===== config.mk =====
export PLATFORM = sky130hd
export DESIGN_NAME = bp_fe_scan_ras
export DESIGN_NICKNAME = d
export VERILOG_FILES = /design/src/rtl/bp_fe_pkg.sv /design/src/rtl/bp_fe_ras.sv /design/src/rtl/bp_fe_scan_ras.sv
export SDC_FILE = /design/constraint.sdc
export NUM_CORES = 1
export LEC_CHECK = 0
export CAP_MARGIN = 40
export CORE_UTILIZATION = 26
export CTS_BUF_LIST = sky130_fd_sc_hd__clkbuf_4 sky130_fd_sc_hd__clkbuf_8 sky130_fd_sc_hd__clkbuf_16
export CTS_CLUSTER_DIAMETER = 100
export DETAILED_ROUTE_END_ITERATION = 8
export SLEW_MARGIN = 10
export SYNTH_ARGS = -nofsm -noshare
export SYNTH_HDL_FRONTEND = slang
export SYNTH_SLANG_ARGS = --single-unit
export TNS_END_PERCENT = 10

===== constraint.sdc =====
create_clock -name clk_i -period 14.4 [get_ports clk_i]
set_input_delay 4.32 -clock clk_i [delete_from_list [all_inputs] [get_ports clk_i]]
set_output_delay 4.32 -clock clk_i [all_outputs]
set_load 0.02 [all_outputs]

===== src/rtl/bp_fe_pkg.sv =====
// Shared front-end scan definitions: link registers, opcodes, immediate extraction
// and the registered scan-result struct macro.
`ifndef BP_FE_PKG_SV
`define BP_FE_PKG_SV

`define BP_FE_SLOT_WIDTH(fw) (((fw) > 1) ? $clog2(fw) : 1)

`define DECLARE_BP_FE_SCAN_RAS_S(vw, fw) \
  typedef struct packed { \
    logic cf_v; \
    logic [`BP_FE_SLOT_WIDTH(fw)-1:0] slot; \
    logic branch; \
    logic jal; \
    logic jalr; \
    logic call; \
    logic ret; \
    logic tgt_v; \
    logic [(vw)-1:0] tgt; \
  } bp_fe_scan_ras_s

`define BP_FE_SCAN_RAS_WIDTH(vw, fw) (7 + `BP_FE_SLOT_WIDTH(fw) + (vw))

package bp_fe_pkg;

  localparam logic [6:0] rv_opcode_branch = 7'b1100011;
  localparam logic [6:0] rv_opcode_jal    = 7'b1101111;
  localparam logic [6:0] rv_opcode_jalr   = 7'b1100111;

  localparam logic [4:0] link_x1 = 5'd1;
  localparam logic [4:0] link_x5 = 5'd5;

  function automatic logic is_link(input logic [4:0] r);
    return (r == link_x1) || (r == link_x5);
  endfunction

  function automatic logic [12:0] imm_b(input logic [31:0] i);
    return {i[31], i[7], i[30:25], i[11:8], 1'b0};
  endfunction

  function automatic logic [20:0] imm_j(input logic [31:0] i);
    return {i[31], i[19:12], i[20], i[30:21], 1'b0};
  endfunction

endpackage

`endif


===== src/rtl/bp_fe_ras.sv =====
// Circular return-address stack; a push when full overwrites the oldest entry.
module bp_fe_ras
  import bp_fe_pkg::*;
#(
  parameter int vaddr_width_p = 39,
  parameter int ras_els_p     = 8
) (
  input  logic                     clk_i,
  input  logic                     reset_i,
  input  logic                     push,
  input  logic                     pop,
  input  logic [vaddr_width_p-1:0] push_addr,
  output logic [vaddr_width_p-1:0] top,
  output logic                     nonempty
);

  localparam int ptr_w = $clog2(ras_els_p);

  logic [vaddr_width_p-1:0] mem [ras_els_p];
  logic [ptr_w-1:0]         tos, tos_pop, tos_n;
  logic [ptr_w:0]           cnt, cnt_pop, cnt_n;

  // A combined pop+push resolves the pop first, so the push reuses the popped slot.
  always_comb begin
    tos_pop = tos;
    cnt_pop = cnt;
    if (pop && (cnt != '0)) begin
      tos_pop = tos - 1'b1;
      cnt_pop = cnt - 1'b1;
    end
    tos_n = tos_pop;
    cnt_n = cnt_pop;
    if (push) begin
      tos_n = tos_pop + 1'b1;
      cnt_n = (cnt_pop == (ptr_w+1)'(ras_els_p)) ? cnt_pop : cnt_pop + 1'b1;
    end
  end

  always_ff @(posedge clk_i or posedge reset_i) begin
    if (reset_i) begin
      tos <= '0;
      cnt <= '0;
      for (int i = 0; i < ras_els_p; i++) mem[i] <= '0;
    end else begin
      tos <= tos_n;
      cnt <= cnt_n;
      if (push) mem[tos_n] <= push_addr;
    end
  end

  assign top      = mem[tos];
  assign nonempty = (cnt != '0);

endmodule


===== src/rtl/bp_fe_scan_ras.sv =====
// Fetch-block scanner: finds the first control-flow slot, predicts its target and
// maintains the RAS; results sit in a one-entry valid/yumi output register.
module bp_fe_scan_ras
  import bp_fe_pkg::*;
#(
  parameter int vaddr_width_p = 39,
  parameter int fetch_width_p = 2,
  parameter int ras_els_p     = 8,
  localparam int slot_width_lp = `BP_FE_SLOT_WIDTH(fetch_width_p)
) (
  input  logic                        clk_i,
  input  logic                        reset_i,
  input  logic                        flush_i,
  input  logic                        v_i,
  output logic                        ready_o,
  input  logic [vaddr_width_p-1:0]    pc_i,
  input  logic [32*fetch_width_p-1:0] instr_i,
  input  logic [fetch_width_p-1:0]    instr_v_i,
  output logic                        v_o,
  input  logic                        yumi_i,
  output logic                        cf_v_o,
  output logic [slot_width_lp-1:0]    slot_o,
  output logic                        branch_o,
  output logic                        jal_o,
  output logic                        jalr_o,
  output logic                        call_o,
  output logic                        ret_o,
  output logic                        tgt_v_o,
  output logic [vaddr_width_p-1:0]    tgt_o
);

  `DECLARE_BP_FE_SCAN_RAS_S(vaddr_width_p, fetch_width_p);
  localparam int res_w = `BP_FE_SCAN_RAS_WIDTH(vaddr_width_p, fetch_width_p);

  logic [fetch_width_p-1:0] br, jal, jalr, call, ret, cf;
  logic [vaddr_width_p-1:0] tgt     [fetch_width_p];
  logic [vaddr_width_p-1:0] link_pc [fetch_width_p];

  for (genvar k = 0; k < fetch_width_p; k++) begin : g_slot
    logic [31:0]              ins;
    logic [vaddr_width_p-1:0] spc;
    logic [4:0]               rd, rs1;
    logic [12:0]              bimm;
    logic [20:0]              jimm;

    assign ins  = instr_i[32*k+:32];
    assign spc  = pc_i + vaddr_width_p'(4*k);
    assign rd   = ins[11:7];
    assign rs1  = ins[19:15];
    assign bimm = imm_b(ins);
    assign jimm = imm_j(ins);

    assign br[k]   = (ins[6:0] == rv_opcode_branch);
    assign jal[k]  = (ins[6:0] == rv_opcode_jal);
    assign jalr[k] = (ins[6:0] == rv_opcode_jalr);
    assign call[k] = (jal[k] | jalr[k]) & is_link(rd);
    assign ret[k]  = jalr[k] & is_link(rs1) & ~(is_link(rd) & (rd == rs1));
    assign cf[k]   = instr_v_i[k] & (br[k] | jal[k] | jalr[k]);

    assign link_pc[k] = spc + vaddr_width_p'(4);
    assign tgt[k] = br[k]  ? spc + {{(vaddr_width_p-13){bimm[12]}}, bimm}
                  : jal[k] ? spc + {{(vaddr_width_p-21){jimm[20]}}, jimm}
                  : '0;
  end

  // Priority encode: lowest-index control-flow slot wins.
  logic [slot_width_lp-1:0] sel;
  logic                     found;
  always_comb begin
    sel = '0;
    for (int k = fetch_width_p-1; k >= 0; k--) begin
      if (cf[k]) sel = slot_width_lp'(k);
    end
  end
  assign found = |cf;

  logic                     ras_top_v;
  logic [vaddr_width_p-1:0] ras_top;
  logic                     accept, ret_hit, call_hit;

  assign ready_o  = (~v_o | yumi_i) & ~flush_i;
  assign accept   = v_i & ready_o;
  assign ret_hit  = found & ret[sel];
  assign call_hit = found & call[sel];

  bp_fe_ras #(
    .vaddr_width_p(vaddr_width_p),
    .ras_els_p    (ras_els_p)
  ) ras (
    .clk_i    (clk_i),
    .reset_i  (reset_i),
    .push     (accept & call_hit),
    .pop      (accept & ret_hit),
    .push_addr(link_pc[sel]),
    .top      (ras_top),
    .nonempty (ras_top_v)
  );

  bp_fe_scan_ras_s res_n, res_out;
  always_comb begin
    res_n        = '0;
    res_n.cf_v   = found;
    res_n.slot   = found ? sel : '0;
    res_n.branch = found & br[sel];
    res_n.jal    = found & jal[sel];
    res_n.jalr   = found & jalr[sel];
    res_n.call   = call_hit;
    res_n.ret    = ret_hit;
    res_n.tgt_v  = found & (br[sel] | jal[sel] | (ret_hit & ras_top_v));
    res_n.tgt    = ret_hit ? ras_top : (found ? tgt[sel] : '0);
  end

  // Stage p1: registered result and its valid.
  logic [res_w-1:0] res_p1;
  logic             vld_p1;
  always_ff @(posedge clk_i or posedge reset_i) begin
    if (reset_i) begin
      vld_p1 <= 1'b0;
      res_p1 <= '0;
    end else begin
      if (flush_i)     vld_p1 <= 1'b0;
      else if (accept) vld_p1 <= 1'b1;
      else if (yumi_i) vld_p1 <= 1'b0;
      if (accept) res_p1 <= res_n;
    end
  end

  assign res_out  = bp_fe_scan_ras_s'(res_p1);
  assign v_o      = vld_p1;
  assign cf_v_o   = res_out.cf_v;
  assign slot_o   = res_out.slot;
  assign branch_o = res_out.branch;
  assign jal_o    = res_out.jal;
  assign jalr_o   = res_out.jalr;
  assign call_o   = res_out.call;
  assign ret_o    = res_out.ret;
  assign tgt_v_o  = res_out.tgt_v;
  assign tgt_o    = res_out.tgt;

endmodule


==> flow_summary_export.csv <==
group,metric,value,unit
outcome,status,"complete, no violations",
clock_tree,htree_levels,2,
grt,overflow,0,
synthesis,synth_cells,2893,
clock_tree,cts_made_buffers,42,
placed_design,routabilityCongestion,0.953,
clock_tree,tritoncts,"yes",
synthesis,synthFlopType,"dfrtp_1",
power_and_ir_drop,netSwitchingPower,811,uW
sta,hold_viol,0,
floorplan,dieArea,98800,um2
detailed_routing,drc_errors,0,
synthesis,yosysWarningCount,0,
synthesis,async_flop_share,100,%
detailed_routing,drt-initial-drc-count,2125,
detailed_routing,dr.pass1.iters,9,
detailed_routing,via_per_inst,5.42,
detailed_routing,routed_wl,96200,um
detailed_routing,num_vias,23300,
grt,antenna_found_initial,1,
synthesis,yosys.area_share.simple,17.7,%
worst_setup_path,crit_type,"in2out",
floorplan,initial_core_util,26.2,%
layout,fill_cells,10200,
power_and_ir_drop,ir_drop,0.0891,mV
power_and_ir_drop,p_leak,12.1,nW
worst_setup_path,crit_arrival,5.54,ns
worst_setup_path,critPathMaxFanout,2,
layout,stdcell_area,29800,um2
sta,timing.final.crit_share,68.5,%
clock_tree,cts_resized,0,
synthesis,synth_cell_types,98,
synthesis,synth-edff-count,0,
placed_design,placed_cell_area,28400,um2
floorplan,rows,114,
floorplan,core_area,96700,um2
flow_run,cap_violations,0,
grt,grt_pass1_wl,145000,um
synthesis,synth_top_family_by_area,"compound AO/OA/AOI/OAI gates",
synthesis,yosysSeqAreaShare,36.2,%
worst_hold_path,hold_start,"res_out[44]",
power_and_ir_drop,clockPowerShare,40.6,%
synthesis,synthesis.nets,3115,
sta,slew_violations,0,
worst_setup_path,crit_path_end_kind,"primary output",
detailed_routing,ant_nets,0,
layout,syn_to_final_growth,17.4,%
floorplan,die_y,314,um
sta,slew_headroom,31.2,%
worst_hold_path,hold_path_class,"reg2reg",
grt,grt.total_usage,19.1,%
power_and_ir_drop,p_comb_share,19.6,%
grt,grt_max_degree,172,
placed_design,io_buffers,158,
sta,worst_slew_pin_slew,1.03,ns
synthesis,synth_compound_area_share,21.7,%
layout,drive_gt1_share,9.77,%
sta,skew,0.0320,ns
clock_tree,cts_setup_buffers,0,
placed_design,dpl.hpwl,71400,um
layout,seq_area,9190,um2
synthesis,ys_ff_latch,367,
worst_setup_path,start_kind,"primary input",
power_and_ir_drop,power.density,88.2,nW/um2
power_and_ir_drop,intPower,1.82,mW
sta,fin_crit,9.86,ns
clock_tree,root_buffer,"clkbuf_16",
sta,rsz0062_at_grt,"no",
clock_tree,cts.sinks,367,
detailed_routing,wl_per_cell,22.4,um
clock_tree,postCtsHoldBufs,0,
power_and_ir_drop,switching_share,30.9,%
grt,grt_pass1_vias,22600,
worst_setup_path,critical_path_required,10.08,ns
synthesis,synthMuxAreaShare,9.84,%
synthesis,synth.avg_cell_area,8.77,um2
worst_setup_path,r2r_start,"v_o",
synthesis,synthAdderAreaFrac,5.64,%
layout,multi_input_area,15300,um2
floorplan,ios,159,
power_and_ir_drop,p_seq_share,39.8,%
synthesis,synthesis.area,25400,um2
floorplan,die_w,314,um
sta,timing.setup.tns,0,ns
worst_setup_path,cp-startpoint,"yumi_i",
sta,max_freq,101,MHz
sta,finalSetupViolations,0,
clock_tree,clkTransAtPathRegs,0.05,ns
layout,layout.nets,3208,
clock_tree,clkLatencyLatePin,0.60,ns
clock_tree,clk_path_buf_depth,3,
synthesis,synth-xor-area-share,5.41,%
==> synth_stat cells, drive strengths merged, types with 33 or more instances <==
master / count / area [um2]
nand2: 501 / 1910
o21ai: 412 / 2060
dfrtp: 367 / 9180
a21oi: 189 / 946
nor2: 146 / 548
clkbuf: 139 / 523
ha: 108 / 1350
nand3: 91 / 468
xnor2: 82 / 726
mux4: 78 / 1760
xor2: 71 / 648
inv: 57 / 214
a21o: 51 / 384
nand4: 40 / 256
a31oi: 39 / 244
nor3: 38 / 190
mux2: 35 / 409
mux2i: 33 / 330
==> cells by family after synthesis <==
kind of cell | Yosys count
compound gates | 916
xor+xnor | 153
fa+ha+maj | 112
buf+inv | 224
flops | 367
mux | 146
simple gates | 975
==> placed cells by master, fill, tap and decap left out, types with 14 or more instances in the layout <==
cell	instances
nand2_1	493
o21ai_0	400
dfrtp_1	364
a21oi_1	188
clkdlybuf4s50_1	158
nor2_1	146
ha_1	108
nand3_1	89
xnor2_1	81
mux4_2	78
xor2_1	69
inv_1	56
a21o_1	50
buf_4	49
clkbuf_16	42
nand4_1	39
a31oi_1	39
nor3_1	38
mux2i_1	33
mux2_2	31
and3_1	27
and2_1	23
a211oi_1	22
o221ai_1	22
nor4_1	19
o211ai_1	19
nor2b_1	18
o21a_1	18
o22ai_1	16
nand2b_1	14
==> layer usage <==
layer / vias to the layer above / global-route usage (%) / part of all wire, %
met1: 11400 / 26.0 / 44
met5: - / 0 / 0.011
li1: 10800 / - / -
met2: 961 / 30.7 / 45
met4: 2 / 6.55 / 3.8
met3: 211 / 3.23 / 7.6
==> power groups by stage <==
stage | logic (mW) | clock network (mW) | registers (mW)
6_report | 0.516 | 1.07 | 1.05
3_5_place_dp | 0.503 | 0 | 1.06
4_1_cts | 0.507 | 1.09 | 1.05
3_3_place_gp | 0.504 | 0 | 1.06
5_1_grt | 0.557 | 1.13 | 1.05
2_1_floorplan | 0.308 | 0 | 1.07
==> sequential cells by signal, summed over array words and instances, names as in the netlist <==
signal,flops
ras.tos,3
ras.mem,312
ras.cnt,4
res_out,47
v_o,1
==> worst paths after layout <==
path / end / slack [ns] / cells past startpoint
min in group asynchronous: ras.mem[31] / 4.33 / 3
worst max-delay path: ready_o / 4.54 / 4
max in group asynchronous: ras.mem[79] / 8.06 / 6
worst min register to register: res_out[44] / 0.46 / 2
worst min-delay path: res_out[44] / 0.46 / 2
worst max register to register: ras.mem[40] / 9.63 / 13
==> through the flow <==
stage	worst slack, ns	instances	hold slack [ns]	power, mW	utilization [%]
floorplan	5.16	2893	0.444	1.38	-
finish	4.54	4295	0.463	2.63	30.8
global route	4.49	4294	0.496	2.73	30.8
global placement	4.53	4207	0.450	1.57	29.2
CTS	4.53	4294	0.474	2.64	30.8
detailed placement	4.42	4218	0.460	1.57	29.4
==> final cells by class <==
cell class                      count  area share, %
Antenna cell                        1        0.00840
Multi-Input combinational cell   2302           51.4
Sequential cell                   367           30.9
Clock buffer                       58           4.01
Tap cell                         1276           5.36
Clock inverter                     18          0.550
Inverter                           57          0.731
Timing Repair Buffer              216           7.06
==> worst max-delay path, cell delays in order <==
cell             delay, ns
clkdlybuf4s50_1       0.47
nor2b_1               0.06
nor2_1                0.08
clkdlybuf4s50_1       0.60
(Power assumes the default switching activity.)
